<file path="config.mk">
export PLATFORM = sky130hd
export DESIGN_NAME = mem_port_arbiter
export DESIGN_NICKNAME = d
export VERILOG_FILES = /design/src/rtl/mem_port_arbiter.sv
export SDC_FILE = /design/constraint.sdc
export NUM_CORES = 1
export LEC_CHECK = 0
export BUFFER_PORTS_ARGS = -buffer_cell sky130_fd_sc_hd__buf_2
export CAP_MARGIN = 20
export CORE_MARGIN = 5
export CORE_UTILIZATION = 51
export CTS_BUF_LIST = sky130_fd_sc_hd__clkbuf_4 sky130_fd_sc_hd__clkbuf_8
export CTS_CLUSTER_DIAMETER = 100
export DETAILED_ROUTE_END_ITERATION = 10
export HOLD_SLACK_MARGIN = 0.06
export PLACE_DENSITY = 0.95
export SYNTH_ARGS = -nofsm -noshare
export SYNTH_HDL_FRONTEND = slang
export SYNTH_SLANG_ARGS = --single-unit
</file>
<file path="constraint.sdc">
create_clock -name clk -period 3.94 [get_ports clk]
set_input_delay 0.197 -clock clk [delete_from_list [all_inputs] [get_ports clk]]
set_output_delay 0.197 -clock clk [all_outputs]
set_load 0.05 [all_outputs]
</file>
<file path="src/rtl/mem_port_arbiter.sv">
// mem_port_arbiter
//   Shares one memory port between the fetch-stage instruction requester and
//   the mem-stage data requester. Data is the older instruction, so it always
//   wins when both are pending. A grant is never preempted. Results are held
//   while the other requester is still outstanding. One global stall freezes
//   the pipeline until every active request of the current pipeline cycle has
//   been served.
//
//   state | meaning
//   ------+-----------------------------------------------------------
//   IDLE  | no access in flight; decide which requester to grant
//   DATA  | data access on the port, waiting for mem_ack
//   INST  | instruction fetch on the port, waiting for mem_ack
//
// Ports
//   clk, rst                 clock, synchronous active-high reset
//   inst_req/inst_addr       fetch request, address stable while stall=1
//   inst_rdata               instruction word (bypassed on the ack cycle)
//   data_req/we/be/addr/wdata mem-stage load/store request
//   data_rdata               load data (bypassed on the ack cycle)
//   stall                    combinational pipeline freeze
//   mem_req/we/be/addr/wdata registered memory request, held until mem_ack
//   mem_rdata/mem_ack        memory response
module mem_port_arbiter #(
  parameter int AW = 32,
  parameter int DW = 32
) (
  input  logic            clk,
  input  logic            rst,
  input  logic            inst_req,
  input  logic [AW-1:0]   inst_addr,
  output logic [DW-1:0]   inst_rdata,
  input  logic            data_req,
  input  logic            data_we,
  input  logic [DW/8-1:0] data_be,
  input  logic [AW-1:0]   data_addr,
  input  logic [DW-1:0]   data_wdata,
  output logic [DW-1:0]   data_rdata,
  output logic            stall,
  output logic            mem_req,
  output logic            mem_we,
  output logic [DW/8-1:0] mem_be,
  output logic [AW-1:0]   mem_addr,
  output logic [DW-1:0]   mem_wdata,
  input  logic [DW-1:0]   mem_rdata,
  input  logic            mem_ack
);

  typedef enum logic [1:0] {
    IDLE = 2'd0,
    DATA = 2'd1,
    INST = 2'd2
  } state_t;

  state_t          state;
  logic            instDone;
  logic            dataDone;
  logic [DW-1:0]   instRdataQ;
  logic [DW-1:0]   dataRdataQ;
  logic            memReqQ;
  logic            memWeQ;
  logic [DW/8-1:0] memBeQ;
  logic [AW-1:0]   memAddrQ;
  logic [DW-1:0]   memWdataQ;

  logic dPend;
  logic iPend;
  logic ackedData;
  logic ackedInst;

  assign dPend     = data_req & ~dataDone;
  assign iPend     = inst_req & ~instDone;
  assign ackedData = (state == DATA) & mem_ack;
  assign ackedInst = (state == INST) & mem_ack;

  // A request acked this cycle no longer holds the pipeline.
  assign stall = (dPend & ~ackedData) | (iPend & ~ackedInst);

  assign inst_rdata = ackedInst ? mem_rdata : instRdataQ;
  assign data_rdata = ackedData ? mem_rdata : dataRdataQ;

  assign mem_req   = memReqQ;
  assign mem_we    = memWeQ;
  assign mem_be    = memBeQ;
  assign mem_addr  = memAddrQ;
  assign mem_wdata = memWdataQ;

  always_ff @(posedge clk) begin
    if (rst) begin
      state      <= IDLE;
      instDone   <= 1'b0;
      dataDone   <= 1'b0;
      instRdataQ <= '0;
      dataRdataQ <= '0;
      memReqQ    <= 1'b0;
      memWeQ     <= 1'b0;
      memBeQ     <= '0;
      memAddrQ   <= '0;
      memWdataQ  <= '0;
    end else begin
      // Pipeline advance (stall=0) starts a fresh cycle: forget everything,
      // including an ack landing in that same cycle.
      instDone <= stall ? (instDone | ackedInst) : 1'b0;
      dataDone <= stall ? (dataDone | ackedData) : 1'b0;

      unique case (state)
        IDLE: begin
          if (dPend) begin
            state     <= DATA;
            memReqQ   <= 1'b1;
            memWeQ    <= data_we;
            memBeQ    <= data_be;
            memAddrQ  <= data_addr;
            memWdataQ <= data_wdata;
          end else if (iPend) begin
            state    <= INST;
            memReqQ  <= 1'b1;
            memWeQ   <= 1'b0;
            memBeQ   <= '1;
            memAddrQ <= inst_addr;
          end
        end
        DATA: begin
          if (mem_ack) begin
            dataRdataQ <= mem_rdata;
            if (iPend) begin
              state    <= INST;
              memWeQ   <= 1'b0;
              memBeQ   <= '1;
              memAddrQ <= inst_addr;
            end else begin
              state   <= IDLE;
              memReqQ <= 1'b0;
            end
          end
        end
        INST: begin
          if (mem_ack) begin
            instRdataQ <= mem_rdata;
            if (dPend) begin
              state     <= DATA;
              memWeQ    <= data_we;
              memBeQ    <= data_be;
              memAddrQ  <= data_addr;
              memWdataQ <= data_wdata;
            end else begin
              state   <= IDLE;
              memReqQ <= 1'b0;
            end
          end
        end
        default: begin
          state   <= IDLE;
          memReqQ <= 1'b0;
        end
      endcase
    end
  end

endmodule

</file>
# [Word level (Yosys, flattened, before mapping)]
# Cells that the tools add are included.
[word_totals] register_bits=138 out_inout_bits=135 word_cells=79 input_bits=138
[classes] bitwise_logic=14 eq_ne=8 n_mux=37 n_reduce_logical=10
[op_table] cell="two-way mux 32 bit" count=9
[op_table] cell="one-hot mux 32 bit (3 select lines)" count=1
[op_table] cell="one-hot mux 32 bit (2 select lines)" count=1
[op_table] cell="two-way mux 4 bit" count=5
[op_table] cell="two-way mux 1 bit" count=12
[op_table] cell="one-hot mux 4 bit (3 select lines)" count=1
[op_table] cell="two-way mux 2 bit" count=5
[op_table] cell="inequality test 2 bit (second input constant)" count=5
[op_table] cell="bitwise AND 1 bit" count=6
[op_table] cell="one-hot mux 1 bit (3 select lines)" count=2
[op_table] cell="one-hot mux 2 bit (3 select lines)" count=1
[op_table] cell="AND reduction 2 bit" count=3
[op_table] cell="NOT 1 bit" count=5
[op_table] cell="AND reduction 5 bit" count=1
[op_table] cell="AND reduction 4 bit" count=1
[op_table] cell="inequality test 3 bit (second input constant)" count=1
[op_table] cell="OR 1 bit" count=3
[op_table] cell="AND reduction 3 bit" count=1
[op_table] cell="nonzero test 3 bit" count=1
[op_table] cell="equality test 2 x 1 -> 1 bit (second input constant)" count=1
[op_table] cell="equality test 2 bit (second input constant)" count=1
[op_table] cell="zero test 2 bit" count=1
[op_table] cell="nonzero test 2 bit" count=1
[op_table] cell="OR reduction 2 bit" count=1

# [Logic depth before layout (Yosys ltp)]
# Gate-level depths: netlist of run 1.
[logic_depth] ltp_word=7 ltp_mapped=8 ltp_nobuf=6

# [Least setup slack after synthesis of run 1]
# No wires, ideal clock.
[synth_timing] path_kind="register to register" start="register state[0]" end="register dataDone" period_less_slack_ns=2.269 required_ns=3.878 arrival_ns=2.207 stages_incl_launch_ff=8 setup_slack_ns=1.671 setup_ns=0.062 n_path_buf=2 cell_sequence="dfxtp_1 -> inv_1 -> ha_1 -> and2_1 -> buf_2 -> buf_4 -> o22ai_1 -> o211a_1"
[synth_via] elab_chain_len=7 word_cells_on_any_way=12 classes_between="eq/ne (2); bitwise (9); reduce/logical (1)"
[synth_rtl] item="start: declaration" line_no="55" rtl="state_t state;"
[synth_rtl] item="start signal: assignment" line_no="90" rtl="state <= IDLE;"
[synth_rtl] item="start signal: assignment" line_no="109" rtl="state <= DATA;"
[synth_rtl] item="start signal: assignment" line_no="116" rtl="state <= INST;"
[synth_rtl] item="equality test 2 x 1 -> 1 bit / equality test 2 bit (equally long branches)" line_no="73, 74"
[synth_rtl] item="bitwise AND 1 bit, on equally long branches" line_no="73, 74"
[synth_rtl] item="NOT 1 bit" line_no="77" rtl="assign stall = (dPend & ~ackedData) | (iPend & ~ackedInst);"
[synth_rtl] item="bitwise AND 1 bit" line_no="77"
[synth_rtl] item="OR 1 bit (*)" line_no="77"
[synth_rtl] item="net stall" line_no="39" rtl="output logic stall,"
[synth_rtl] item="NOT 1 bit (no line) (*)"
[synth_rtl] item="OR reduction 2 bit (no line) (*)"
[synth_rtl] item="end signal: assignment" line_no="104" rtl="dataDone <= stall ? (dataDone | ackedData) : 1'b0;"
[synth_rtl] item="end: declaration" line_no="57" rtl="logic dataDone;"
# The timed path passes the listed nets; every way through them passes the cells marked *.
# A chain may end at the register's enable or synchronous reset.

# [Worst setup path after layout of run 1]
[layout_timing] start="register state[0]" end="register memAddrQ[20] (netlist: mem_addr[20])"
[layout_via] elab_chain_len=3 word_cells_on_any_way=9 classes_between="eq/ne (5); mux (1); reduce/logical (3)"
[layout_rtl] item="equality test 2 bit, or another cell as far along" line_no="106" rtl="unique case (state)"
[layout_rtl] item="inequality test 2 bit (no line) / nonzero test 3 bit (equally long branches)"
[layout_rtl] item="AND reduction 4 bit (no line)"
[layout_rtl] item="end signal: assignment" line_no="113" rtl="memAddrQ <= data_addr;"
[layout_rtl] item="end signal: assignment" line_no="120" rtl="memAddrQ <= inst_addr;"
[layout_rtl] item="end signal: assignment" line_no="130" rtl="memAddrQ <= inst_addr;"
[layout_rtl] item="end: declaration" line_no="63" rtl="logic [AW-1:0] memAddrQ;"
# Several ways; a longest one is shown, not always the timed one.

==> results of run 1 <==
## per-layer routing
layer,track usage,part of all wire,up-vias,routed length [um]
li1,-,-,2434,-
met1,0.2570,0.35,2389,5997
met2,0.4731,0.52,251,8814
met3,0.08396,0.084,63,1426
met4,0.1490,0.047,0,796
met5,0,0,-,0
## repair_timing
item | in CTS | in global routing
endpoints found under the setup margin | 0 | 0
hold buffers | 44 | 0
hold endpoints to repair | 43 | 0
## cell families (layout without fill, tap and decap cells)
group / count (synthesis) / count (layout) / synth area share
AOI/OAI and AO/OA: 124 / 124 / 0.1668
muxes: 65 / 65 / 0.1349
other: 0 / 3 / 0
adders and majority gates: 4 / 4 / 0.009240
and+or+nand+nor: 147 / 147 / 0.1386
buffers and inverters: 43 / 359 / 0.04043
DFF: 138 / 138 / 0.5100
## layout by cell type (no fill, tap or decap), types with 4 or more instances in the layout
master | netlist | layout
sky130_fd_sc_hd__a21oi_1 | 39 | 39
sky130_fd_sc_hd__a22oi_1 | 32 | 32
sky130_fd_sc_hd__and2_1 | 66 | 66
sky130_fd_sc_hd__buf_2 | 19 | 272
sky130_fd_sc_hd__buf_4 | 3 | 5
sky130_fd_sc_hd__clkbuf_8 | 0 | 21
sky130_fd_sc_hd__dfxtp_1 | 138 | 138
sky130_fd_sc_hd__dlygate4sd3_1 | 0 | 44
sky130_fd_sc_hd__ha_1 | 4 | 4
sky130_fd_sc_hd__inv_1 | 5 | 5
sky130_fd_sc_hd__mux2_2 | 64 | 64
sky130_fd_sc_hd__nand2_1 | 72 | 72
sky130_fd_sc_hd__o2bb2ai_1 | 36 | 36
## worst paths after layout
path	from	cells after the start	endpoint	slack (ps)
max	state[0]	7	mem_addr[20]	1010
min	data_addr[10]	3	mem_addr[10]	60
max reg2reg	state[0]	7	mem_addr[20]	1010
min reg2reg	mem_wdata[14]	2	mem_wdata[14]	450
## flip-flops by register name (all words and copies together), names as in the netlist
register    flops
dataDone        1
dataRdataQ     32
instDone        1
instRdataQ     32
mem_addr       32
mem_be          4
mem_req         1
mem_wdata      32
mem_we          1
state           2
## per-stage QoR
| stage | power [uW] | hold slack, ps |
|---|---|---|
| finish | 4042 | 64.50 |
| global route | 4209 | 63.39 |
| CTS | 4047 | 60.37 |
| global placement | 2765 | 438.1 |
| detailed placement | 2790 | 442.8 |
| floorplan | 2502 | 333.0 |
## where the power goes
part	internal, uW	switching [uW]	leakage [uW]
Clock	701	528	0.000215
Sequential	1520	59.9	0.00113
Combinational	352	878	0.00240
Total	2580	1470	0.00375
## worst max-delay path: cells and delay by family, from the launching register on
kind	cells	cell delay (ps)
and+or+nand+nor	1	150
adders and majority gates	1	390
AOI/OAI and AO/OA	3	1210
buffers and inverters	2	700
DFF	1	380
## final cells by class
cell class	count	share of cell area
Timing Repair Buffer	322	0.2425
Sequential cell	138	0.3589
Multi-Input combinational cell	340	0.3163
Tap cell	136	0.02211
Inverter	5	0.002438
Clock buffer	22	0.03852
Clock inverter	10	0.01821
Antenna cell	3	0.0009753
==> results.json, run 1 <==
{
  "synth-edff-count": 0,
  "clock_path_buffers": 2,
  "globalRouteTotalUtil": 0.2597,
  "die-width_um": 113.1,
  "worst-endpoint-arrival_ps": 3270,
  "worst_slack_placed_ps": 1409,
  "grt_max_degree": 68,
  "routabilityCongestion": 0.8566,
  "least_margin_pin_slew_ps": 1020,
  "remaining_overflow_grt": 0,
  "area_growth_syn_to_layout_pct": 42.11,
  "area.sequential_sq_um": 2763,
  "initialDrtViolationCount": 318,
  "die_height_um": 113.1,
  "rsz0062_at_grt": "false",
  "timing.critical_path.cells": "inv_1, ha_1, nand2b_1, o2111a_1, a22oi_1, dlygate4sd3_1, o2bb2ai_1",
  "placed_cells_incl_taps": 896,
  "numClockSinks": 138,
  "cts_setup_buffers": 0,
  "avgSynthCellArea_sq_um": 10.40,
  "async_reset_ff_frac": 0,
  "cts_tree": "done",
  "yosys.area.top_type": "sky130_fd_sc_hd__dfxtp_1",
  "drv_slew": 0,
  "mappedNetlistNets": 663,
  "post-route-worst-setup-slack_ps": 1005,
  "die_area_sq_um": 12780,
  "netlist_top_cells_area": "sky130_fd_sc_hd__dfxtp_1 (51%), sky130_fd_sc_hd__mux2_2 (13%), sky130_fd_sc_hd__and2_1 (7.6%)",
  "timing.final.crit_period_ps": 2935,
  "fin_nets": 966,
  "synth-main-ff-cell": "sky130_fd_sc_hd__dfxtp_1",
  "fillers": 715,
  "post_route_cells_drive_above_1_share": 0.4564,
  "routed_wire_length_per_instance_um": 17.45,
  "outcome": "finished clean",
  "route.final.wire_length_um": 17030,
  "synth_top_cells_by_count": "sky130_fd_sc_hd__dfxtp_1 (138), sky130_fd_sc_hd__nand2_1 (72), sky130_fd_sc_hd__and2_1 (66)",
  "worst_ep_required_time_ps": 4270,
  "capturing_element_type_of_the_critical_path": "flop",
  "first_global_vias": 5406,
  "hold_viol": 0,
  "finalClockSkew_ps": 12.35,
  "synthCells": 521,
  "grt_pass1_wl_um": 26700,
  "finalSetupTns_ps": 0,
  "viasPerCell": 5.263,
  "antenna_violations_before_repair": 3,
  "slew_margin_rel": 0.3198,
  "final_core_utilization": 0.7456,
  "cell_with_the_largest_stage_delay_on_the_worst_path": "sky130_fd_sc_hd__o2111a_1",
  "worst_ir_drop_vdd_uv": 412.8,
  "cts.root.buffer_cell": "sky130_fd_sc_hd__clkbuf_8",
  "dp.final_hpwl_um": 11190,
  "multi_input_comb_area_sq_um": 2435,
  "cts_resized": 0,
  "yosysWarnings": 0,
  "area_share_of_the_leading_cell_type_in_the_synthesized_netlist": 0.5100,
  "fmax_mhz": 340.7,
  "cts.clk_slew.worst_paths_ps": 80,
  "start_util": 0.5247,
  "instances_no_fill": 976,
  "path_max_fanout": 27,
  "layout_worst_path_cycle_share": 0.7449,
  "clkLatencyLatePin_ps": 430,
  "core_area_sq_um": 10320,
  "timing.max_cap.violations": 0,
  "yosys.cell_count.top_type": "sky130_fd_sc_hd__dfxtp_1",
  "ys_types": 34,
  "routed-via-count": 5137,
  "drt_pre_antenna_iters": 5,
  "power_leakage_uw": 0.003745,
  "numPortBuffers": 272,
  "setup.worst_path.start_class": "flop",
  "detail-route-antenna-nets": 0,
  "route.detailed.drc": 0,
  "synth.yosys.seq_area_share": 0.5100,
  "power-per-cell-area_nw_per_um2": 525.1,
  "placement_rows": 37,
  "critical_path_class": "flop to flop",
  "flops_latches_synth": 138,
  "io_pins": 273,
  "critical_path.max_stage_delay_ps": 880,
  "cts_max_level": 4,
  "worst_min_path_class": "input port to flop",
  "cts_made_buffers": 17,
  "finish.instance_area_sq_um": 7697,
  "placed_cell_area_sq_um": 6785,
  "endpoints_failing_setup": 0,
  "synthesis.area_sq_um": 5416
}
Power figures use the tool's default switching activity.
==> run 2: changes to the inputs <==
--- a/config.mk
+++ b/config.mk
@@ -8,12 +8,12 @@
 export BUFFER_PORTS_ARGS = -buffer_cell sky130_fd_sc_hd__buf_2
 export CAP_MARGIN = 20
 export CORE_MARGIN = 5
-export CORE_UTILIZATION = 51
+export CORE_UTILIZATION = 47
 export CTS_BUF_LIST = sky130_fd_sc_hd__clkbuf_4 sky130_fd_sc_hd__clkbuf_8
 export CTS_CLUSTER_DIAMETER = 100
 export DETAILED_ROUTE_END_ITERATION = 10
 export HOLD_SLACK_MARGIN = 0.06
-export PLACE_DENSITY = 0.95
+export PLACE_DENSITY = 0.89
 export SYNTH_ARGS = -nofsm -noshare
 export SYNTH_HDL_FRONTEND = slang
 export SYNTH_SLANG_ARGS = --single-unit
==> constraint.sdc (replaced) <==
create_clock -name clk -period 3.04 [get_ports clk]
set_input_delay 0.152 -clock clk [delete_from_list [all_inputs] [get_ports clk]]
set_output_delay 0.152 -clock clk [all_outputs]
set_load 0.05 [all_outputs]
==> results.json, run 2 (same netlist as run 1, synthesis figures left out) <==
{
  "worst_min_path_class": "input port to flop",
  "critPathLaunch": "state[0]",
  "post_route_cells_drive_above_1_share": 0.4200,
  "cts_tree": "done",
  "layout_worst_path_cycle_share": 0.9251,
  "cts.root.buffer_cell": "sky130_fd_sc_hd__clkbuf_8",
  "die_area_sq_um": 13770,
  "path_max_fanout": 28,
  "mostFrequentLayoutCells": "sky130_fd_sc_hd__buf_2 (272), sky130_fd_sc_hd__dfxtp_1 (138), sky130_fd_sc_hd__dlygate4sd3_1 (122)",
  "grt_max_degree": 69,
  "route.final.wire_length_um": 20430,
  "endpoints_failing_setup": 0,
  "clkLatencyLatePin_ps": 430,
  "worst_ir_drop_vdd_uv": 463.3,
  "routed-via-count": 5733,
  "dp.final_hpwl_um": 11330,
  "cts_setup_buffers": 0,
  "worst-endpoint-arrival_ps": 3160,
  "commonest_non_fill_non_tap_cell_in_the_layout": "sky130_fd_sc_hd__buf_2",
  "capturing_element_type_of_the_critical_path": "flop",
  "drt_pre_antenna_iters": 6,
  "placement_rows": 39,
  "area_growth_syn_to_layout_pct": 56.02,
  "outcome": "finished clean",
  "finalSetupTns_ps": 0,
  "globalRouteTotalUtil": 0.2895,
  "initialDrtViolationCount": 579,
  "least_margin_pin_slew_ps": 765.8,
  "slew_margin_rel": 0.4876,
  "io_pins": 273,
  "die_height_um": 117.4,
  "rsz0062_at_grt": "false",
  "cts_made_buffers": 17,
  "cts_max_level": 4,
  "remaining_overflow_grt": 0,
  "fmax_mhz": 355.6,
  "timing.final.crit_period_ps": 2812,
  "worst_ep_required_time_ps": 3390,
  "setup.worst_path.start_class": "flop",
  "start_util": 0.4764,
  "cts_resized": 0,
  "r2r-start": "state[0]",
  "critical_path_class": "flop to flop",
  "finalClockSkew_ps": 12.86,
  "drv_slew": 0,
  "numClockSinks": 138,
  "viasPerCell": 5.388,
  "grt_pass1_wl_um": 31980,
  "clock_path_buffers": 2,
  "worst_hold_startpoint": "mem_rdata[11]",
  "core_area_sq_um": 11370,
  "numPortBuffers": 272,
  "routed_wire_length_per_instance_um": 19.20,
  "timing.max_cap.violations": 0,
  "die-width_um": 117.4,
  "power-per-cell-area_nw_per_um2": 627.9,
  "power_leakage_uw": 0.004032,
  "cts.clk_slew.worst_paths_ps": 70,
  "routabilityCongestion": 0.7860,
  "detail-route-antenna-nets": 0,
  "hold_viol": 0,
  "first_global_vias": 6031,
  "route.detailed.drc": 0,
  "final_core_utilization": 0.7433,
  "fin_nets": 1048,
  "antenna_violations_before_repair": 2
}
run 2: cell count changes in the layout (fill, tap and decap cells not counted), sizes merged:
cell         previous run  this run
dlygate4sd3            44       122
diode                   3         2
clkbuf                 22        25
clkinvlp                3         2
buf                   278       282
bufinv                  3         1
run 2: timing repair:
action,CTS,global route
hold endpoints to repair,103,0
hold buffers,122,0
setup endpoints to repair,0,0
run 2: cell type report:
class	count	area, sq um
Tap cell	143	178.9
Multi-Input combinational cell	340	2444
Timing Repair Buffer	404	2658
Clock inverter	7	65.06
Sequential cell	138	2763
Fill cell	721	2919
Antenna cell	2	5.005
Inverter	5	18.77
Clock buffer	25	319.1
run 2: stage by stage:
step	std cells	hold slack, ps	cell area (sq um)	setup WS [ps]	total power [uW]
floorplan	521	288.0	5416	770.9	3243
global placement	908	393.0	6840	1035	3607
detailed placement	908	399.5	6840	964.4	3635
CTS	1062	62.13	8446	381.4	5249
global route	1064	73.90	8451	63.03	5515
finish	1064	105.2	8451	227.8	5306
run 2: layer usage:
layer | wire, um | global-route usage | part of all wire | vias to the layer above
li1 | - | - | - | 2597
met1 | 6915 | 0.2911 | 0.34 | 2634
met2 | 10190 | 0.4943 | 0.50 | 402
met3 | 1978 | 0.1068 | 0.097 | 100
met4 | 1345 | 0.1980 | 0.066 | 0
met5 | 0 | 0 | 0 | -
run 2: path summary, 6_finish.rpt:
path | end | slack (ps) | cells after the start
hold / removal | dataRdataQ[11] | 110 | 3
setup reg to reg | mem_addr[21] | 230 | 7
setup / recovery | mem_addr[21] | 230 | 7
hold reg to reg | mem_wdata[18] | 460 | 2
run 2: worst max-delay path, stage by stage, from the launching register on:
cell	delay, ps
sky130_fd_sc_hd__dfxtp_1	390
sky130_fd_sc_hd__inv_1	90
sky130_fd_sc_hd__ha_1	390
sky130_fd_sc_hd__o21ai_4	660
sky130_fd_sc_hd__buf_4	310
sky130_fd_sc_hd__a22oi_1	80
sky130_fd_sc_hd__dlygate4sd3_1	600
sky130_fd_sc_hd__o2bb2ai_1	200
run 2: report_power, final:
part | internal [uW] | switching (uW)
Clock | 765 | 665
Sequential | 1970 | 89.6
Combinational | 592 | 1220
Total | 3330 | 1980
